[src/rtl/serial_add_pkg.sv]
// rtl/serial_add_pkg.sv - shared types and constants for the nibble-serial adder
// Optional subtract support is enabled by SERIAL_ADD_SUB_EN in the top module.
package serial_add_pkg;

  localparam int NIBBLE_W = 4;

  typedef enum logic [1:0] {
    IDLE,
    RUN,
    DONE
  } sadd_state_t;

endpackage

[src/rtl/nibble_add.sv]
// rtl/nibble_add.sv - combinational 4-bit ripple adder slice
// Exposes the carry into bit 3 so the controller can derive signed overflow.
module nibble_add
  import serial_add_pkg::*;
(
  input  logic [NIBBLE_W-1:0] a,
  input  logic [NIBBLE_W-1:0] b,
  input  logic                ci,
  output logic [NIBBLE_W-1:0] s,
  output logic                co,
  output logic                c3
);

  logic [NIBBLE_W:0] c;

  always_comb begin
    c    = '0;
    s    = '0;
    c[0] = ci;
    for (int i = 0; i < NIBBLE_W; i++) begin
      s[i]   = a[i] ^ b[i] ^ c[i];
      c[i+1] = (a[i] & b[i]) | (a[i] & c[i]) | (b[i] & c[i]);
    end
  end

  assign co = c[NIBBLE_W];
  assign c3 = c[NIBBLE_W-1];

endmodule

[src/rtl/nibble_serial_add_ctrl.sv]
// rtl/nibble_serial_add_ctrl.sv - sequences one nibble slice over WIDTH-bit operands, LSB first
// Define SERIAL_ADD_SUB_EN to add the sub port (A - B via inverted B and forced carry-in).
module nibble_serial_add_ctrl
  import serial_add_pkg::*;
#(
  parameter int WIDTH = 16
) (
  input  logic             clk,
  input  logic             rst,
  input  logic             start,
  input  logic [WIDTH-1:0] op_a,
  input  logic [WIDTH-1:0] op_b,
  input  logic             cin,
`ifdef SERIAL_ADD_SUB_EN
  input  logic             sub,
`endif
  output logic             busy,
  output logic             done,
  output logic [WIDTH-1:0] sum,
  output logic             cout,
  output logic             overflow
);

  localparam int NIBBLES = WIDTH / NIBBLE_W;
  localparam int IDX_W   = $clog2(NIBBLES);

  generate
    if ((WIDTH % NIBBLE_W) != 0 || WIDTH < 8) begin : g_bad_width
      $error("nibble_serial_add_ctrl: WIDTH must be a multiple of 4 and >= 8");
    end
  endgenerate

  sadd_state_t      state_q, state_d;
  logic [IDX_W-1:0] nib_idx_q, nib_idx_d;
  logic             carry_q, carry_d;
  logic [WIDTH-1:0] a_q, a_d;
  logic [WIDTH-1:0] b_q, b_d;
  logic [WIDTH-1:0] sum_q, sum_d;
  logic             cout_q, cout_d;
  logic             ovf_q, ovf_d;

  logic [NIBBLE_W-1:0] slice_s;
  logic                slice_co;
  logic                slice_c3;
  logic                accept;
  logic [WIDTH-1:0]    b_load;
  logic                carry_load;

  nibble_add u_slice (
    .a  (a_q[NIBBLE_W-1:0]),
    .b  (b_q[NIBBLE_W-1:0]),
    .ci (carry_q),
    .s  (slice_s),
    .co (slice_co),
    .c3 (slice_c3)
  );

  // Subtraction is folded into the load: B is stored inverted and the carry seeded with 1.
`ifdef SERIAL_ADD_SUB_EN
  assign b_load     = sub ? ~op_b : op_b;
  assign carry_load = sub ? 1'b1 : cin;
`else
  assign b_load     = op_b;
  assign carry_load = cin;
`endif

  assign accept = start && (state_q == IDLE || state_q == DONE);

  always_comb begin
    state_d   = state_q;
    nib_idx_d = nib_idx_q;
    carry_d   = carry_q;
    a_d       = a_q;
    b_d       = b_q;
    sum_d     = sum_q;
    cout_d    = cout_q;
    ovf_d     = ovf_q;

    case (state_q)
      IDLE: begin
        if (start) state_d = RUN;
      end
      RUN: begin
        sum_d[nib_idx_q*NIBBLE_W +: NIBBLE_W] = slice_s;
        carry_d = slice_co;
        a_d     = a_q >> NIBBLE_W;
        b_d     = b_q >> NIBBLE_W;
        if (nib_idx_q == IDX_W'(NIBBLES - 1)) begin
          cout_d  = slice_co;
          ovf_d   = slice_c3 ^ slice_co;
          state_d = DONE;
        end else begin
          nib_idx_d = nib_idx_q + IDX_W'(1);
        end
      end
      DONE: begin
        state_d = start ? RUN : IDLE;
      end
      default: state_d = IDLE;
    endcase

    if (accept) begin
      a_d       = op_a;
      b_d       = b_load;
      carry_d   = carry_load;
      nib_idx_d = '0;
      sum_d     = '0;
      cout_d    = 1'b0;
      ovf_d     = 1'b0;
    end
  end

  always_ff @(posedge clk or posedge rst) begin
    if (rst) begin
      state_q   <= IDLE;
      nib_idx_q <= '0;
      carry_q   <= 1'b0;
      a_q       <= '0;
      b_q       <= '0;
      sum_q     <= '0;
      cout_q    <= 1'b0;
      ovf_q     <= 1'b0;
    end else begin
      state_q   <= state_d;
      nib_idx_q <= nib_idx_d;
      carry_q   <= carry_d;
      a_q       <= a_d;
      b_q       <= b_d;
      sum_q     <= sum_d;
      cout_q    <= cout_d;
      ovf_q     <= ovf_d;
    end
  end

  assign busy     = (state_q == RUN);
  assign done     = (state_q == DONE);
  assign sum      = sum_q;
  assign cout     = cout_q;
  assign overflow = ovf_q;

endmodule

[config.mk]
export PLATFORM = sky130hd
export DESIGN_NAME = nibble_serial_add_ctrl
export DESIGN_NICKNAME = d
export VERILOG_FILES = /design/src/rtl/serial_add_pkg.sv /design/src/rtl/nibble_add.sv /design/src/rtl/nibble_serial_add_ctrl.sv
export SDC_FILE = /design/constraint.sdc
export NUM_CORES = 1
export LEC_CHECK = 0
export ABC_AREA = 1
export BUFFER_PORTS_ARGS = -buffer_cell sky130_fd_sc_hd__buf_2
export CAP_MARGIN = 20
export CORE_UTILIZATION = 58
export DETAILED_ROUTE_END_ITERATION = 12
export GPL_TIMING_DRIVEN = 0
export PLACE_DENSITY = 0.93
export SLEW_MARGIN = 20
export SYNTH_ARGS = -nofsm -noshare
export SYNTH_HDL_FRONTEND = slang
export SYNTH_HIERARCHICAL = 1
export SYNTH_SLANG_ARGS = --single-unit
export TNS_END_PERCENT = 1
[constraint.sdc]
create_clock -name clk -period 5 [get_ports clk]
set_input_delay 0.25 -clock clk [delete_from_list [all_inputs] [get_ports clk]]
set_output_delay 0.25 -clock clk [all_outputs]
set_load 0.02 [all_outputs]
[Word level (Yosys, flattened, before mapping)]
Cells that the tools add are included.
Word-level totals
  bits in registers: 55
  bits of input ports: 36
  output and inout port bits: 20
  logic and storage cells: 77
Operators by class
  add/sub/neg operators: 2
  eq/ne operators: 6
  shift operators: 2
  muxes and demuxes: 22
  bitwise operators: 29
  reductions and logical operators: 8
Operators with widths (count)
  $mux W16: 6
  $neg A4 Y34: 1
  $shift A4 B34 Y16 const A: 1
  $shiftx A4 B34 Y16: 1
  $bwmux W16: 1
  $and A1 B1 Y1: 12
  $mux W2: 5
  $mux W1: 9
  $xor A1 B1 Y1: 9
  $or A1 B1 Y1: 8
  $pmux W2 S3: 1
  $reduce_and A2 Y1: 3
  $eq A2 B2 Y1 const B: 2
  $ne A2 B2 Y1 const B: 2
  $reduce_bool A2 Y1: 2
  $add A2 B1 Y2 const B: 1
  $eq A2 B1 Y1 const B: 1
  $logic_not A2 Y1: 1
  $ne A2 B1 Y1 const B: 1
  $logic_and A1 B1 Y1: 1
  $logic_or A1 B1 Y1: 1

[Longest topological paths before layout]
  depth after elaboration: 16
  mapped depth: 12
  mapped depth without buffers: 12

[Hierarchy]
The synthesis kept the hierarchy.
By module, submodules not included
  nibble_serial_add_ctrl: instances 1, cells an instance 311, area an instance 2494.9 um^2, sequential area each 1376.3 um^2
  nibble_add: instances 1, cells an instance 14, area an instance 117.6 um^2, sequential area each 0.0 um^2

[Worst setup path before layout]
No wires, ideal clock.
  path type: reg-to-reg
  start: register a_q[0]
  end: register sum_q[7] (netlist: sum[7])
  library setup time: 0.066 ns
  arrival time: 2.242 ns
  data required time: 4.934 ns
  path slack: 2.692 ns
  stages on the path, launching flop included: 13
  buffers on the path: 0
  clock period less this slack: 2.308 ns
  path through: dfrtp_1 -> inv_1 -> fa_1 -> inv_1 -> fa_1 -> fa_1 -> inv_1 -> fa_1 -> inv_1 -> inv_1 -> nor2_1 -> nand3_1 -> nand2_1
On the way
  cells in the longest elaborated chain, start to end: 14
  elaborated cells on any way between the ends: 21
  those cells by class: shift: 1; mux: 3; bitwise: 17
RTL lines
  from (decl): line nibble_serial_add_ctrl.sv:36  | logic [WIDTH-1:0] a_q, a_d;
  from (signal assigned): line nibble_serial_add_ctrl.sv:118  | a_q <= '0;
  from (signal assigned): line nibble_serial_add_ctrl.sv:127  | a_q <= a_d;
  $and A1 B1 Y1: line nibble_add.sv:22  | c[i+1] = (a[i] & b[i]) | (a[i] & c[i]) | (b[i] & c[i]);
  $or A1 B1 Y1 (*) (2 in series): line nibble_add.sv:22
  $and A1 B1 Y1: line nibble_add.sv:22
  $or A1 B1 Y1: line nibble_add.sv:22
  $or A1 B1 Y1 (*): line nibble_add.sv:22
  $and A1 B1 Y1: line nibble_add.sv:22
  $or A1 B1 Y1: line nibble_add.sv:22
  $or A1 B1 Y1 (*): line nibble_add.sv:22
  via slice_c3: line nibble_serial_add_ctrl.sv:44  | logic slice_c3;
  $xor A1 B1 Y1 (*): line nibble_add.sv:21  | s[i] = a[i] ^ b[i] ^ c[i];
  via slice_s[3]: line nibble_serial_add_ctrl.sv:42  | logic [NIBBLE_W-1:0] slice_s;
  $shiftx A4 B34 Y16 (*): line nibble_serial_add_ctrl.sv:84  | sum_d[nib_idx_q*NIBBLE_W +: NIBBLE_W] = slice_s;
  $bwmux W16 (*): line nibble_serial_add_ctrl.sv:84
  $mux W16 (*): line nibble_serial_add_ctrl.sv:79  | case (state_q)
  $mux W16 (*): line nibble_serial_add_ctrl.sv:102  | if (accept) begin
  to (signal assigned): line nibble_serial_add_ctrl.sv:129  | sum_q <= sum_d;
  to (decl): line nibble_serial_add_ctrl.sv:38  | logic [WIDTH-1:0] sum_q, sum_d;
Mark *: on every way through the listed nets, which the timed path passes. The rest lies on a longest branch. The select of a mux whose other input is x is not followed.
A chain may end at the register's enable or synchronous reset.

[Worst setup path after layout]
  start: register b_q[0]
  end: register sum_q[7] (netlist: sum[7])
On the way
  cells in the longest elaborated chain, start to end: 14
  elaborated cells on any way between the ends: 21
  those cells by class: shift: 1; mux: 3; bitwise: 17
RTL lines
  from (decl): line nibble_serial_add_ctrl.sv:37  | logic [WIDTH-1:0] b_q, b_d;
  from (signal assigned): line nibble_serial_add_ctrl.sv:119  | b_q <= '0;
  from (signal assigned): line nibble_serial_add_ctrl.sv:128  | b_q <= b_d;
  $and A1 B1 Y1: line nibble_add.sv:22
  $or A1 B1 Y1: line nibble_add.sv:22
  $or A1 B1 Y1 (*): line nibble_add.sv:22
  $and A1 B1 Y1: line nibble_add.sv:22
  $or A1 B1 Y1: line nibble_add.sv:22
  $or A1 B1 Y1 (*): line nibble_add.sv:22
  $and A1 B1 Y1: line nibble_add.sv:22
  $or A1 B1 Y1: line nibble_add.sv:22
  $or A1 B1 Y1 (*): line nibble_add.sv:22
  via slice_c3: line nibble_serial_add_ctrl.sv:44
  $xor A1 B1 Y1 (*): line nibble_add.sv:21
  via slice_s[3]: line nibble_serial_add_ctrl.sv:42
  $shiftx A4 B34 Y16 (*): line nibble_serial_add_ctrl.sv:84
  $bwmux W16 (*): line nibble_serial_add_ctrl.sv:84
  $mux W16 (*): line nibble_serial_add_ctrl.sv:79
  $mux W16 (*): line nibble_serial_add_ctrl.sv:102
Marked as above.

==> impl_metrics.tcl <==
set metrics [dict create \
    drc 0 \
    cts_tree "built" \
    grt_pass1_wl_mm 9.32 \
    grt_overflow 0 \
    power_density_nw_per_um2 580 \
    fp.dieW_microns 69.1 \
    ff_latch_area_sq_um 1380 \
    wl_mm 5.38 \
    firstDrtPassIters 4 \
    antenna_found_initial 0 \
    coreArea_sq_um 4350 \
    globalplace.congestion 0.880 \
    htreeDepth 2 \
    status "finished, final reports clean" \
    cts.path.max_buffers 2 \
    period_share_pct 51.5 \
    ys_seq_area_share_pct 52.7 \
    crit_type "reg2reg" \
    hold_class "in2reg" \
    cp_data_required_time_ns 5.25 \
    drv_slew 0 \
    wl_per_cell_microns 12.2 \
    post_cts_buffers 0 \
    grt_setup_unrepaired "false" \
    antennaDiodeCount 0 \
    maxCapViolCount 0 \
    ys_types 17 \
    grt_pass1_vias 2182 \
    drive_above_1_share_pct 20.0 \
    dp_hpwl_mm 4.08 \
    avgSynthCellArea_sq_um 8.04 \
    relSlewSlack_pct 70.5 \
    cts_root_buf "clkbuf_8" \
    arrival_ns 2.83 \
    cp-end-kind "register" \
    ant_nets 0 \
    layout_commonest_cell "nand2_1" \
    viasPerCell 5.11 \
    finalCriticalPeriod_ns 2.57 \
    syn_to_final_growth_pct 17.3 \
    final_nets 435 \
    fillers 354 \
    grt_max_degree 37 \
    final_cell_mix "150 x nand2_1, 60 x buf_2, 55 x dfrtp_1, 43 x nand3_1, 26 x inv_1" \
    fp-row-count 24 \
    tns_ns 0 \
    die_h_microns 69.1 \
    gr-usage-all-layers_pct 25.0 \
    p_leak_nw 1.79 \
    skew_ns 0.00525 \
    ys_ff_latch 55 \
    cts_resized 0 \
    portBuffers 55 \
    synth_nets 371 \
    yosys_warnings 6 \
    first_iter_violations 155 \
    pin_count 56 \
    die_area_sq_um 4780 \
    synthCells 325 \
    multi_input_area_sq_um 1080 \
    rrSetupSlack_ns 2.43 \
    tightest_slew_ns 0.441 \
    netlist_area_sq_um 2610 \
    fin_area_sq_um 3060 \
    setup_violations 0 \
    worstSetupStartpointType "register" \
    ir_worst_vdd_uv 303 \
    initial_core_util_pct 60.0 \
    hold_violations 0 \
    clk_pin_slew_ns 0.09 \
    vias 2260 \
    cp_max_fo 3 \
    cts.sinks 55 \
    fmax_mhz 389 \
    clkLatencyLatePin_ns 0.31 \
    place_area_sq_um 2970 \
    numCtsBuffers 5 \
]
==> cell usage after synthesis <==
master / number / area [sq um]
xor2_1: 1 / 8.76
buf_2: 5 / 25.0
fa_1: 4 / 80.1
nand3_1: 43 / 215
nand2_1: 150 / 563
o21ai_0: 4 / 20.0
ha_1: 6 / 75.1
dfrtp_1: 55 / 1380
nor3_1: 1 / 5.00
nand2_4: 1 / 11.3
inv_1: 27 / 101
nand2_2: 1 / 6.26
nor2_1: 19 / 71.3
buf_4: 3 / 22.5
nor2_2: 2 / 12.5
nor2_4: 1 / 11.3
inv_2: 2 / 7.51
==> area by class of cell <==
class	count	share of cell area [%]
Multi-Input combinational cell	233	35.2
Timing Repair Buffer	57	9.96
Buffer	8	1.55
Sequential cell	55	44.9
Clock inverter	1	0.163
Tap cell	52	2.12
Inverter	29	3.55
Clock buffer	7	2.49
==> registers in the layout, indices dropped and copies added (netlist names) <==
register and count:
a_q 16, b_q 16, sum 16, nib_idx_q 2
state_q 2, carry_q 1, cout 1, overflow 1
==> final timing paths <==
| check | from | end | cells past startpoint |
|---|---|---|---|
| worst min-delay path | op_b[15] | b_q[15] | 3 |
| worst max register to register | b_q[0] | sum[7] | 12 |
| worst min register to register | sum[3] | sum[3] | 2 |
| min in group asynchronous | rst | sum[1] | 3 |
| max in group asynchronous | rst | a_q[0] | 4 |
| worst max-delay path | b_q[0] | sum[7] | 12 |
==> where the power goes <==
part | leakage [nW] | total, mW | internal, mW | switching [mW]
Clock | 0.0422 | 0.234 | 0.0986 | 0.135
Combinational | 1.02 | 0.850 | 0.285 | 0.564
Sequential | 0.723 | 0.693 | 0.597 | 0.0953
Total | 1.79 | 1.78 | 0.981 | 0.794
==> cells by family after synthesis <==
logic type                 share of synthesized area, %
and+or+nand+nor                                    34.3
xor gates and xnor gates                          0.335
AOI/OAI and AO/OA                                 0.766
DFF                                                52.7
adders and majority gates                          5.94
buffers and inverters                              5.99
==> per-layer routing <==
layer / track usage [%] / wire [microns] / vias to the layer above / share of wire (%)
met5: 0 / 0 / - / 0
met4: 11.1 / 110 / 0 / 2.0
met3: 4.68 / 283 / 11 / 5.3
met2: 44.8 / 2810 / 75 / 52
met1: 28.8 / 2180 / 1047 / 40
li1: - / - / 1127 / -
==> worst max-delay path, stage by stage (launching register included) <==
cell and delay (ns):
dfrtp_1 0.39, inv_1 0.08, fa_1 0.17, inv_1 0.05
fa_1 0.38, fa_1 0.42, inv_1 0.10, fa_1 0.42
inv_1 0.15, inv_1 0.06, nor2_1 0.13, nand3_1 0.09
nand2_1 0.08
==> repair_timing <==
| item | in CTS | in global routing |
|---|---|---|
| hold buffers | 1 | 0 |
| endpoints found under the setup margin | 0 | 0 |
| hold endpoints to repair | 19 | 0 |
==> through the flow <==
stage,hold slack (ns),setup slack [ns],total power [mW],util (%),cells
after floorplan,0.367,2.69,1.31,-,325
after global placement,0.448,2.54,1.49,67.8,432
after detailed placement,0.275,2.46,1.55,68.3,433
after CTS,0.123,2.43,1.79,70.4,442
after global routing,0.134,2.27,1.93,70.4,442
final,0.131,2.43,1.78,70.4,442
No activity file was read; power rests on OpenSTA's default activity.
